### src/rtl/multi_key_debounce.sv
// N-channel push-button debouncer: 2-flop sync, shared heartbeat tick, per-channel
// stability counters, press/release pulses, optional one-hot qualification and auto-repeat.
`timescale 1ns/1ps
module multi_key_debounce #(
    parameter int N_KEYS       = 5,
    parameter int HB_WIDTH     = 21,
    parameter int STABLE_TICKS = 3,
    parameter int ONE_HOT      = 1,
    parameter int REPEAT_DELAY = 16,
    parameter int REPEAT_RATE  = 4,
    localparam int KC_W        = (N_KEYS > 1) ? $clog2(N_KEYS) : 1
) (
    input  logic              sysclk,
    input  logic              reset,
    input  logic [N_KEYS-1:0] keys_in,
    input  logic              repeat_en,
    output logic [N_KEYS-1:0] level,
    output logic [N_KEYS-1:0] press_pulse,
    output logic [N_KEYS-1:0] release_pulse,
    output logic [KC_W-1:0]   key_code,
    output logic              key_valid,
    output logic              conflict
);

    localparam int SC_W = $clog2(STABLE_TICKS + 1);
    localparam int HC_W = $clog2(REPEAT_DELAY + 1);

    logic [N_KEYS-1:0]            sync_p0;
    logic [N_KEYS-1:0]            sync_p1;
    logic [HB_WIDTH-1:0]          hb_cnt;
    logic                         tick;
    logic [N_KEYS-1:0]            qual;
    logic [N_KEYS-1:0][SC_W-1:0]  stab_cnt;
    logic [N_KEYS-1:0][SC_W-1:0]  stab_next;
    logic [N_KEYS-1:0][HC_W-1:0]  hold_cnt;
    logic [N_KEYS-1:0][HC_W-1:0]  hold_next;
    logic [N_KEYS-1:0]            level_next;
    logic [N_KEYS-1:0]            press_next;
    logic [N_KEYS-1:0]            release_next;

    function automatic logic multi_active(input logic [N_KEYS-1:0] v);
        int cnt;
        cnt = 0;
        for (int i = 0; i < N_KEYS; i++) begin
            if (v[i]) cnt++;
        end
        return cnt >= 2;
    endfunction

    function automatic logic [KC_W-1:0] lowest_index(input logic [N_KEYS-1:0] v);
        logic [KC_W-1:0] idx;
        idx = '0;
        for (int i = N_KEYS - 1; i >= 0; i--) begin
            if (v[i]) idx = KC_W'(i);
        end
        return idx;
    endfunction

    assign tick = &hb_cnt;

    // With exclusive qualification, any multi-key chord looks like "no key" to the debouncer.
    always_comb begin
        qual = sync_p1;
        if (ONE_HOT != 0 && multi_active(sync_p1)) qual = '0;
    end

    always_comb begin
        level_next   = level;
        press_next   = '0;
        release_next = '0;
        stab_next    = stab_cnt;
        hold_next    = hold_cnt;
        for (int i = 0; i < N_KEYS; i++) begin
            if (tick) begin
                if (qual[i] == level[i]) begin
                    stab_next[i] = '0;
                end else if (stab_cnt[i] == SC_W'(STABLE_TICKS - 1)) begin
                    stab_next[i]    = '0;
                    level_next[i]   = ~level[i];
                    press_next[i]   = ~level[i];
                    release_next[i] = level[i];
                end else begin
                    stab_next[i] = stab_cnt[i] + SC_W'(1);
                end
            end
            // A release on the same tick wins over a repeat: the hold count just clears.
            if (!repeat_en || !level[i]) begin
                hold_next[i] = '0;
            end else if (tick) begin
                if (!level_next[i]) begin
                    hold_next[i] = '0;
                end else if (hold_cnt[i] == HC_W'(REPEAT_DELAY - 1)) begin
                    hold_next[i]  = HC_W'(REPEAT_DELAY - REPEAT_RATE);
                    press_next[i] = 1'b1;
                end else begin
                    hold_next[i] = hold_cnt[i] + HC_W'(1);
                end
            end
        end
    end

    // Stage boundary: synchroniser, heartbeat, debounce state and registered outputs.
    always_ff @(posedge sysclk) begin
        if (reset) begin
            sync_p0       <= '0;
            sync_p1       <= '0;
            hb_cnt        <= '0;
            stab_cnt      <= '0;
            hold_cnt      <= '0;
            level         <= '0;
            press_pulse   <= '0;
            release_pulse <= '0;
            key_code      <= '0;
            key_valid     <= 1'b0;
            conflict      <= 1'b0;
        end else begin
            sync_p0       <= keys_in;
            sync_p1       <= sync_p0;
            hb_cnt        <= hb_cnt + HB_WIDTH'(1);
            stab_cnt      <= stab_next;
            hold_cnt      <= hold_next;
            level         <= level_next;
            press_pulse   <= press_next;
            release_pulse <= release_next;
            key_code      <= lowest_index(level_next);
            key_valid     <= |level_next;
            conflict      <= (ONE_HOT != 0) && multi_active(sync_p1);
        end
    end

endmodule

### config.mk
export PLATFORM = sky130hd
export DESIGN_NAME = multi_key_debounce
export DESIGN_NICKNAME = d
export VERILOG_FILES = /design/src/rtl/multi_key_debounce.sv
export SDC_FILE = /design/constraint.sdc
export NUM_CORES = 1
export LEC_CHECK = 0
export CAP_MARGIN = 10
export CORE_ASPECT_RATIO = 1.4
export CORE_UTILIZATION = 62
export CTS_CLUSTER_SIZE = 12
export DETAILED_ROUTE_END_ITERATION = 10
export HOLD_SLACK_MARGIN = 0.05
export PLACE_DENSITY = 0.84
export SETUP_SLACK_MARGIN = 0.05
export SYNTH_ARGS = -nofsm -noshare
export SYNTH_HDL_FRONTEND = slang
export SYNTH_SLANG_ARGS = --single-unit
### constraint.sdc
create_clock -name sysclk -period 6.4 [get_ports sysclk]
set_input_delay 1.28 -clock sysclk [delete_from_list [all_inputs] [get_ports sysclk]]
set_output_delay 1.28 -clock sysclk [all_outputs]
set_load 0.005 [all_outputs]
==> flow_summary_export.csv, run 1 <==
group,metric,value,unit
cells_and_area,multi_input_area,2040,sq um
grt,grt_pass1_vias,2937,
logic_synthesis,synthMuxAreaShare,0.0111,
cts,clock_latency,360,ps
cts,clock_path_buffers,2,
cts,ctsHoldBuffers,0,
setup_path,slowest_delay,530,ps
die,start_util,0.652,
sta,finalWorstSetupSlack,2760,ps
die,io_pins,28,
setup_path,reg2reg_setup_slack,2760,ps
logic_synthesis,ys_warn_count,0,
run,drv_cap,0,
route,drtIter0Drc,214,
sta,post-route-period-util,0.568,
logic_synthesis,synth-xor-area-share,0.0592,
sta,final_hold_viol_count,0,
sta,finalSetupTns,0,ps
logic_synthesis,yosysSeqAreaShare,0.447,
logic_synthesis,yosysUniqueCellTypes,55,
cts,cts_resized,0,
pwr,p_int,778,uW
die,rows,33,
placed_design,place_ws,2810,ps
logic_synthesis,synth-compound-area-share,0.140,
cells_and_area,antenna-diode-count,0,
grt,globalRouteTotalUtil,0.273,
cts,cts_tree,"built",
cts,cts_setup_buffers,0,
logic_synthesis,synth_edf_count,0,
sta,fmax,275,MHz
placed_design,port_buffers,27,
cts,cts_sinks,86,
placed_design,place_hpwl,5.52,mm
route,vias,3177,
pwr,leakage,1.55,nW
logic_synthesis,synth_fp_nets,438,
cts,ctsRootBufferMaster,"clkbuf_8",
pwr,comb_power_share,0.036,
grt,grt_pass1_wl,13.2,mm
pwr,power_frac_clock,0.419,
sta,relSlewSlack,0.309,
route,via_per_inst,6.12,
setup_path,crit_path_top_delay_cell,"or4_1",
sta,tightest_slew,1030,ps
logic_synthesis,async_reset_ff_frac,0,
worst_hold_path,hold_path_class,"reg2reg",
sta,skew,12.9,ps
route,drc,0,
sta,drv_slew,0,
grt,grt_antenna_before_repair,0,
cells_and_area,fin_nets,463,
setup_path,cp_cell_sequence,"inv_1 -> ha_1 -> or2b_1 -> mux2i_1 -> or2_1 -> ha_1 -> or3b_2 -> a2bb2oi_2 -> o21ai_2 -> a41oi_1 -> or4_1 -> a21oi_1",
placed_design,gp_congestion,0.821,
logic_synthesis,netlist_area,3850,sq um
sta,finalSetupViolCount,0,
setup_path,critical_path_required,6700,ps
pwr,seqPwrFrac,0.545,
logic_synthesis,ys_seq_elements,86,
pwr,power.switching,220,uW
pwr,peakVddDrop,250,uV
grt,globalRoute.totalOverflow,0,
cts,cts.htree.levels,3,
cts,numCtsBuffers,9,
run_status,run_status,"finished clean",
sta,fin_crit,3640,ps
setup_path,crit_type,"reg2reg",
route,wl_per_cell,15.6,um
cts,clkTransAtPathRegs,90,ps
logic_synthesis,synth_ff_type,"dfxtp_1",
die,die_h,95.2,um
cells_and_area,regArea,1720,sq um
route,ant_nets,0,
setup_path,crit_fanout,10,
sta,grt_setup_unrepaired,"no",
setup_path,cp.arrival,3940,ps
route,firstDrtPassIters,4,
pwr,switching_share,0.221,
logic_synthesis,synth_top_family_by_area,"simple AND/OR/NAND/NOR gates",
setup_path,start_kind,"flop",
logic_synthesis,avgSynthCellArea,9.18,sq um
setup_path,end_kind,"flop",
grt,grt_max_degree,60,
setup_path,cp_common_cell,"ha_1",
pwr,p_per_area,228,nW/um^2
cells_and_area,drive_above_1_share,0.0824,
die,dieArea,6530,sq um
cells_and_area,fill_cells,448,
die,core,5900,sq um
logic_synthesis,synthCells,419,
logic_synthesis,synth_fa_ha_area_frac,0.0358,
cells_and_area,syn_to_final_growth,13.5,%
logic_synthesis,yosys.area_share.simple,0.285,
route,wirelength,8.09,mm
die,die_w,68.6,um
## layout make-up
class,instances,share of cell area
Tap cell,70,0.0201
Inverter,4,0.00344
Sequential cell,86,0.394
Clock buffer,9,0.0284
Multi-Input combinational cell,314,0.468
Clock inverter,7,0.0218
Timing Repair Buffer,29,0.0642
## cells in the mapped netlist, drive strengths merged (2+ instances only)
| cell | n | area share |
|---|---|---|
| buf | 6 | 0.0085 |
| ha | 11 | 0.036 |
| nor2b | 17 | 0.028 |
| nor4 | 3 | 0.012 |
| dfxtp | 86 | 0.45 |
| o41ai | 3 | 0.0068 |
| a21boi | 4 | 0.0078 |
| nor3b | 4 | 0.0078 |
| mux2i | 2 | 0.0052 |
| o21ai | 14 | 0.019 |
| and3 | 9 | 0.015 |
| clkbuf | 9 | 0.0088 |
| and2 | 2 | 0.0033 |
| nand3 | 23 | 0.030 |
| a211oi | 12 | 0.023 |
| or4b | 4 | 0.010 |
| a21o | 2 | 0.0039 |
| nand3b | 6 | 0.012 |
| xnor2 | 11 | 0.025 |
| or2b | 2 | 0.0039 |
| or4 | 4 | 0.0078 |
| xor2 | 15 | 0.034 |
| nor3 | 6 | 0.0078 |
| nor2 | 44 | 0.043 |
| nand4 | 9 | 0.016 |
| a21oi | 25 | 0.033 |
| or2 | 3 | 0.0055 |
| nand2 | 41 | 0.040 |
| nand2b | 3 | 0.0055 |
| and4 | 6 | 0.014 |
| inv | 4 | 0.0039 |
| a31oi | 3 | 0.0049 |
| nand4b | 6 | 0.014 |
| a41oi | 8 | 0.018 |
## cell usage in the layout (no fill, tap or decap), drive strengths merged, types with 11 or more instances in the layout
cell type / instances
nor2: 44
ha: 11
a211oi: 12
a21oi: 25
nor2b: 17
o21ai: 14
dfxtp: 86
xnor2: 11
nand3: 23
xor2: 15
clkdlybuf4s50: 26
nand2: 41
## registers in the layout, indices dropped and copies added, names as in the netlist, 5 cells and up
signal,cells
hold_cnt,25
hb_cnt,21
stab_cnt,10
level,5
press_pulse,5
release_pulse,5
sync_p0,5
sync_p1,5
## cell families (layout without fill, tap and decap cells)
kind of cell,count (synthesis),after routing
flops,86,86
mux,3,3
compound gates,78,78
buf+inv,19,49
simple gates,196,196
xor+xnor,26,26
fa+ha+maj,11,11
## path summary, 6_finish.rpt
check | startpoint | to | depth (start not counted)
max | sync_p1[0] | hold_cnt[0] | 12
min | sync_p0[3] | sync_p1[3] | 1
min reg2reg | sync_p0[3] | sync_p1[3] | 1
max reg2reg | sync_p1[0] | hold_cnt[0] | 12
## critical path, delay by kind of cell (launching register included)
kind                       cells  cell delay (ps)
AOI/OAI and AO/OA              4              810
buffers and inverters          1              100
and+or+nand+nor                4             1420
adders and majority gates      2              670
muxes                          1              140
DFF                            1              450
## stage by stage
stage	cell area [sq um]	hold WS, ps	utilization	power, mW	cells
final	4370	444	0.740	0.998	519
after global routing	4370	467	0.740	1.03	519
after floorplan	3850	414	-	0.581	419
after global placement	4150	423	0.703	0.590	503
after detailed placement	4150	428	0.703	0.592	503
after CTS	4370	449	0.740	1.01	519
## layer usage
layer	share of wire	up-vias	track usage
li1	-	1559	-
met1	0.42	1524	0.315
met2	0.51	74	0.465
met3	0.043	20	0.0682
met4	0.024	0	0.115
met5	0	-	0
## power groups by stage
stage                     clock network, mW  registers (mW)  logic (mW)
after floorplan                           0           0.555      0.0264
after global placement                    0           0.556      0.0341
after detailed placement                  0           0.556      0.0355
after CTS                             0.426           0.544      0.0357
after global routing                  0.450           0.545      0.0398
final                                 0.418           0.544      0.0356
Note: power is estimated with default switching activity, not from simulation.
==> run 2: changes to the inputs <==
--- a/config.mk
+++ b/config.mk
@@ -7,11 +7,11 @@
 export LEC_CHECK = 0
 export CAP_MARGIN = 10
 export CORE_ASPECT_RATIO = 1.4
-export CORE_UTILIZATION = 62
+export CORE_UTILIZATION = 58
 export CTS_CLUSTER_SIZE = 12
 export DETAILED_ROUTE_END_ITERATION = 10
 export HOLD_SLACK_MARGIN = 0.05
-export PLACE_DENSITY = 0.84
+export PLACE_DENSITY = 0.79
 export SETUP_SLACK_MARGIN = 0.05
 export SYNTH_ARGS = -nofsm -noshare
 export SYNTH_HDL_FRONTEND = slang
==> constraint.sdc (replaced) <==
create_clock -name sysclk -period 3.4 [get_ports sysclk]
set_input_delay 0.68 -clock sysclk [delete_from_list [all_inputs] [get_ports sysclk]]
set_output_delay 0.68 -clock sysclk [all_outputs]
set_load 0.005 [all_outputs]
==> run 2 against run 1 <==
The run now ends with DRC left. Combinational power rose by 150%. First-iteration DRC count fell by 5.1%. Sequential power rose by 88%. Register-to-register slack got worse by 2600 ps. Critical path type unchanged. Hold slack barely moved. Critical path depth rose by 1. Final cell count rose by 2.3%. Clock skew fell by 0.86 ps. Count of clock-buffer cells in the layout rose by 1.
==> flow_summary_export.csv, run 2 (synthesis gave the netlist of run 1 again) <==
group,metric,value,unit
run_status,run_status,"finished with violations",
run_status,failed_checks,"DRC",
cts,numCtsBuffers,9,
grt,grt_pass1_vias,3109,
sta,skew,12.1,ps
die,dieArea,6970,sq um
grt,globalRoute.totalOverflow,0,
sta,final_hold_viol_count,0,
grt,globalRouteTotalUtil,0.251,
sta,fmax,309,MHz
route,wirelength,8.41,mm
placed_design,post-place-cells,510,
cells_and_area,final_cell_mix,"85 x dfxtp_1, 44 x nor2_1, 41 x nand2_1, 26 x clkdlybuf4s50_1, 24 x a21oi_1",
worst_hold_path,hp-start,"sync_p0[3]",
cells_and_area,largest-register,"hold_cnt",
cells_and_area,layout_commonest_cell,"dfxtp_1",
cells_and_area,fin_nets,473,
sta,fin_crit,3240,ps
sta,finalWorstSetupSlack,165,ps
placed_design,place_hpwl,5.67,mm
die,rows,34,
cts,clock_latency,370,ps
route,via_per_inst,6.17,
cells_and_area,final_cell_area,4510,sq um
cts,clock_path_buffers,2,
route,vias,3275,
route,firstDrtPassIters,9,
cells_and_area,drive_above_1_share,0.118,
die,start_util,0.611,
pwr,p_per_area,416,nW/um^2
grt,grt_antenna_before_repair,0,
setup_path,reg2reg_setup_slack,160,ps
die,die_h,98.4,um
setup_path,crit_fanout,5,
sta,holdWs,444,ps
worst_hold_path,hold_depth,1,
setup_path,end_kind,"flop",
cells_and_area,top_regs,"hold_cnt: 25 flops, hb_cnt: 21 flops, stab_cnt: 10 flops",
grt,grt_max_degree,34,
sta,tightest_slew,676,ps
run,drv_cap,0,
setup_path,critical_path_required,3700,ps
setup_path,crit_type,"reg2reg",
setup_path,start_kind,"flop",
die,core,6300,sq um
pwr,leakage,1.59,nW
placed_design,dpl_cell_area,4190,sq um
sta,drv_slew,0,
cts,cts_sinks,86,
cts,cts_tree,"built",
route,drtIter0Drc,203,
worst_hold_path,min_to,"sync_p1[3]",
cells_and_area,largest_reg_flops,25,
setup_path,rr_worst_depth,13,
cells_and_area,stdcell_count,531,
cts,ctsHoldBuffers,0,
grt,grt_pass1_wl,13.9,mm
worst_hold_path,hold_path_class,"reg2reg",
die,io_pins,28,
placed_design,port_buffers,27,
setup_path,cp.arrival,3540,ps
pwr,peakVddDrop,342,uV
cts,cts.htree.levels,3,
route,drc,8,
cts,clkTransAtPathRegs,90,ps
sta,post-route-period-util,0.951,
sta,relSlewSlack,0.548,
route,ant_nets,0,
setup_path,r2r-start,"sync_p1[0]",
cells_and_area,syn_to_final_growth,17.1,%
cells_and_area,antenna-diode-count,0,
sta,finalSetupViolCount,0,
die,die_w,70.8,um
setup_path,r2r_end,"hold_cnt[5]",
placed_design,place_ws,-16.5,ps
cts,ctsRootBufferMaster,"clkbuf_8",
sta,grt_setup_unrepaired,"no",
placed_design,gp_congestion,0.872,
route,wl_per_cell,15.8,um
## run 2: cell types whose count changed in the layout (fill, tap and decap cells not counted), sizes merged
cell / delta
inv: +2
buf: +9
o21ai: +1
clkinvlp: -1
clkbuf: +1
clkinv: -1
bufinv: -1
## run 2: worst max-delay path: stages (launching register included)
cell and delay [ps]:
dfxtp_1 320, buf_4 150, ha_1 230, mux2i_1 200, mux2i_2 110, or2_1 260
ha_1 330, nand3b_1 210, a31oi_2 270, a2bb2o_4 180, o2111a_1 200, nor2_1 90
or4_1 480, a21oi_1 160
## run 2: worst max-delay path by stage
stage               startpoint           to  slack (ps)  depth (start not counted)
floorplan           sync_p1[0]  hold_cnt[0]          70                         13
global placement    sync_p1[1]  hold_cnt[0]         120                         12
detailed placement  sync_p1[1]  hold_cnt[0]         -20                         12
CTS                 sync_p1[1]  hold_cnt[0]          80                         12
global route        sync_p1[0]  hold_cnt[5]          50                         13
finish              sync_p1[0]  hold_cnt[5]         160                         13
## run 2: final cells by class
class | count | area (sq um)
sequential | 86 | 1720
multi-input combinational | 315 | 2120
clock buffer | 10 | 138
clock inverter | 6 | 76.3
fill | 502 | 1790
tap | 72 | 90.1
inverter | 4 | 15.0
timing repair buffer | 38 | 348
## run 2: per-stage QoR
stage	utilization	total power [mW]	TNS, ps
after floorplan	-	1.09	0
after global placement	0.665	1.11	0
after detailed placement	0.665	1.12	-16.5
after CTS	0.702	1.87	0
after global routing	0.716	1.94	0
final	0.716	1.88	0
## run 2: routing by layer
metal,share of wire,global-route usage,up-vias
li1,-,-,1593
met1,0.41,0.278,1559
met2,0.51,0.447,96
met3,0.044,0.0413,27
met4,0.036,0.145,0
met5,0,0,-
## run 2: where the power goes
| part | switching [mW] | total [mW] | internal, mW |
|---|---|---|---|
| Clock | 0.391 | 0.765 | 0.374 |
| Sequential | 0.00726 | 1.02 | 1.02 |
| Combinational | 0.0440 | 0.0875 | 0.0435 |
| Total | 0.442 | 1.88 | 1.43 |
## run 2: repair_timing
action / in CTS / in global routing
setup endpoints to repair: 3 / 14
endpoints found under the hold margin: 0 / 0
pin swaps: 1 / 1
cloned: 0 / 1
gates resized for setup: 2 / 8
buffers inserted: 1 / 3
==> edit 1, RTL diff (config.mk and constraints of run 1) <==
Change the parameter `ONE_HOT` from 1 to 0.
--- a/src/rtl/multi_key_debounce.sv
+++ b/src/rtl/multi_key_debounce.sv
@@ -7,3 +7,3 @@
     parameter int STABLE_TICKS = 3,
-    parameter int ONE_HOT      = 1,
+    parameter int ONE_HOT      = 0,
     parameter int REPEAT_DELAY = 16,
Behaviour: not the same (Yosys sat finds a counterexample within 4 cycles, from zero or initial values and one cycle with reset high).
==> edit 1 against run 1 <==
  * Hold slack worse by 0.0028 ns
  * Critical path type is now register to output pin
  * Highest routed layer unchanged
  * Global-route usage shrank 2.2 points
  * Critical endpoint is now level[1]
  * Clock skew about the same
  * Register-to-register slack improved by 1.2 ns
  * Non-clock buffer count fell by 1
  * Wire length decreased by 13%
  * Final area fell by 7.9%
  * Sequential cell count is 1 lower
  * Setup slack improved by 0.83 ns
  * Synthesized area shrank 7.1%
Power is not compared: it rests on default switching activity, and its combinational part moved more than twofold at a synthesized area within 25%.
==> edit 1: results (changes against run 1) <==
[run_status]
status = finished clean  ; unchanged

[layout]
final.clkbuf_count = 11  ; was 9
regArea_sq_um = 1700  ; was 1720 sq um
buf_share_pct = 6.72  ; was 6.42%
clkCellAreaFrac_pct = 4.73  ; was 5.01%
nonClockBufferCount = 28  ; was 29
numSequentialCells = 85  ; was 86
drive_above_1_share_pct = 6.65  ; was 8.24%
num-nets-final = 431  ; was 463
fin_util_pct = 72.8  ; was 74.0%
n_fill_cell = 405  ; was 448
nonClockInverterCount = 3  ; was 4
nMultiInputCombCells = 290  ; was 314
multi_input_area_sq_um = 1760  ; was 2040 sq um

[detailed_routing]
drtIter0Drc = 167  ; was 214
wire_per_inst_um = 14.3  ; was 15.6 um
vias_per_cell = 5.96  ; was 6.12
routed_wirelength_um = 7010  ; was 8090 um

[synth]
ys_types = 42  ; was 55
muxShareOfSynthArea_pct = 2.70  ; was 1.11%
synthAdderAreaFrac_pct = 2.10  ; was 3.58%
synth_common_cells = dfxtp_1 (85), nand2_1 (41), a21oi_1 (39), nor2_1 (38), nand3_1 (27)  ; was dfxtp_1 (86), nor2_1 (44), nand2_1 (41), a21oi_1 (25), nand3_1 (23)
syn_nets = 413  ; was 438
synth.yosys.seq_area_share_pct = 47.6  ; was 44.7%
synth_compound_area_share_pct = 13.5  ; was 14.0%
synth_cells = 399  ; was 419
synth_area_leaders = dfxtp_1 (48%), a21oi_1 (5.5%), nand2_1 (4.3%)  ; was dfxtp_1 (45%), nor2_1 (4.3%), nand2_1 (4.0%)
synth_xor_area_share_pct = 4.90  ; was 5.92%

[setup_path]
r2r_cells = 7  ; was 12
r2r_setup_slack_ns = 3.95  ; was 2.76 ns
slowest_stage = dfxtp_1  ; was or4_1
timing.rr.start = hb_cnt[0]  ; was sync_p1[0]
cp_data_arrival_time_ns = 1.53  ; was 3.94 ns
max_stage_delay_ns = 0.59  ; was 0.53 ns
crit_family = flip-flops  ; was simple AND/OR/NAND/NOR gates
crit_fanout = 11  ; was 10
r2r-end = hold_cnt[18]  ; was hold_cnt[0]

[global_routing]
grt_usage_pct = 25.1  ; was 27.3%
first_global_vias = 2621  ; was 2937
grt_first_pass_wirelength_um = 11700  ; was 13200 um
grt_max_degree = 55  ; was 60

[power]
vdd_ir_drop_max_uv = 172
p_leak_nw = 1.32

[worst_hold_path]
holdPathEnd = qual[4]  ; was sync_p1[3]
hold_start = sync_p0[4]  ; was sync_p0[3]

[placed_design]
placed_area_sq_um = 3830  ; was 4150 sq um
place_congestion = 0.839  ; was 0.821
dp.cells = 474  ; was 503
place_hpwl_um = 4730  ; was 5520 um
place_ws_ns = 3.58  ; was 2.81 ns

[sta]
whs_ns = 0.442  ; was 0.444 ns
slew_headroom_pct = 37.5  ; was 30.9%
skew_ns = 0.0132  ; was 0.0129 ns

==> edit 1: power by group <==
| group | internal, mW | switching [mW] |
|---|---|---|
| clock | 0.188 | 0.179 |
| sequential | 0.533 | 0.00338 |
| combinational | 0.00775 | 0.00894 |
| total | 0.729 | 0.191 |
==> edit 1: worst max path at each step <==
stage,from,to,slack (ns),cells past startpoint
floorplan,reset,hold_cnt[9],4.34,4
global placement,repeat_en,hold_cnt[12],3.60,4
detailed placement,repeat_en,hold_cnt[12],3.58,4
CTS,level[1],level[1],3.59,1
global route,level[1],level[1],3.52,1
finish,level[1],level[1],3.59,1
==> edit 1: per-layer routing <==
metal	routed length [um]	GRT usage (%)
met1	2980	29.2
met2	3600	42.9
met3	267	4.48
met4	155	12.6
met5	0	0
==> edit 2, RTL diff (settings of run 1) <==
Made on the original files. Add an input register stage for `keys_in`, without a reset; this delays it by one clock. The other inputs are not delayed to match.
--- a/src/rtl/multi_key_debounce.sv
+++ b/src/rtl/multi_key_debounce.sv
@@ -26,2 +26,8 @@
     localparam int HC_W = $clog2(REPEAT_DELAY + 1);
+
+    logic [N_KEYS-1:0] keys_q;
+
+    always_ff @(posedge sysclk) begin
+        keys_q <= keys_in;
+    end
 
@@ -116,3 +122,3 @@
         end else begin
-            sync_p0       <= keys_in;
+            sync_p0       <= keys_q;
             sync_p1       <= sync_p0;
Formal check against the unedited RTL: not equivalent (Yosys sat finds a counterexample within 4 cycles, from zero or initial values and one cycle with reset high).
==> edit 2 against run 1 <==
  * Synthesized area rose by 3.1%
  * Sequential cell count increased by 5
  * Hold slack gained 0.0060 ns
  * Synthesized cell count is 3.8% higher
  * Final area up 1.6%
  * Wire length is 0.58% higher
  * Setup slack improved by 0.083 ns
  * Count of clock-buffer cells in the layout is the same
  * Power shrank 0.15%
  * Critical path type unchanged
  * Largest cell class unchanged
  * Largest power group unchanged
  * Highest routed layer unchanged
==> edit 2: results (changes against run 1) <==
[sta]
skew_ns = 0.0145  ; was 0.0129 ns
slew_headroom_pct = 25.9  ; was 30.9%

[placed_design]
place_congestion = 0.868  ; was 0.821

[power]
p_sw_share_pct = 25.4  ; was 22.1%
p_leak_nw = 1.51  ; was 1.55 nW
comb_power_share_pct = 3.2  ; was 3.6%
pg_seq_mw = 0.577  ; was 0.544 mW
power_mw = 0.996  ; was 0.998 mW

[global_routing]
grt_first_pass_wirelength_um = 13600  ; was 13200 um
grt_usage_pct = 25.3  ; was 27.3%
first_global_vias = 2989  ; was 2937
grt_max_degree = 54  ; was 60
grt_use_met1_pct = 31.1  ; was 31.5%

[synth]
synth_area_leaders = dfxtp_1 (46%), nand2_1 (4.3%), nor2_1 (4.0%)  ; was dfxtp_1 (45%), nor2_1 (4.3%), nand2_1 (4.0%)
synth.yosys.seq_area_share_pct = 45.9  ; was 44.7%
syn_nets = 454  ; was 438

[setup_path]
crit_fanout = 8  ; was 10
cp_data_arrival_time_ns = 3.86  ; was 3.94 ns
max_stage_delay_ns = 0.50  ; was 0.53 ns
r2r_cells = 11  ; was 12

[worst_hold_path]
hold_start = keys_q[2]  ; was sync_p0[3]
holdPathEnd = sync_p0[2]  ; was sync_p1[3]

[run_status]
status = finished clean  ; unchanged

[layout]
n_fill_cell = 490  ; was 448

[detailed_routing]
wl_met3_um = 338  ; was 346 um
drtIter0Drc = 172  ; was 214
vias = 3223  ; was 3177
wl_met1_um = 3590  ; was 3410 um

-- edit 2: changes by cell type after synthesis, moves of 5 or more --
cell	change
o21ai_0	+5
a21oi_1	+6
nand4_1	+5
nor3_1	+6
or3_1	+5
dfxtp_1	+5
nand3b_1	-5
-- edit 2: final cells by class --
class                           count  share of cell area (%)
Inverter                            6                   0.508
Tap cell                           72                    2.03
Clock inverter                      7                    1.72
Sequential cell                    91                    41.1
Timing Repair Buffer               29                    6.32
Multi-Input combinational cell    319                    45.6
Clock buffer                        9                    2.79
-- edit 2: logic make-up (layout without fill, tap and decap cells) --
family	Yosys count	count (layout)	share of synthesized area [%]
flip-flops	91	91	45.9
AO/OA/AOI/OAI	83	83	14.4
buffers and inverters	25	51	3.19
AND/OR/NAND/NOR	197	197	26.3
multiplexers	4	4	1.33
adder cells (fa/ha/maj)	11	11	3.47
XOR/XNOR	24	24	5.30
-- edit 2: worst max-delay path: cells and delay by family, from the launching register on --
family,cells,cell delay [ns]
AO/OA/AOI/OAI,4,0.84
XOR/XNOR,1,0.20
adder cells (fa/ha/maj),2,0.71
buffers and inverters,1,0.10
flip-flops,1,0.41
AND/OR/NAND/NOR,3,1.23
-- edit 2: through the flow --
step           hold slack (ns)  std cells  util (%)  worst slack [ns]
6_report                 0.450        533      71.4              2.85
5_1_grt                  0.469        533      71.4              2.65
4_1_cts                  0.454        533      71.4              2.85
3_5_place_dp             0.429        517      68.2              2.87
3_3_place_gp             0.420        517      68.2              3.00
2_1_floorplan            0.414        435         -              3.11
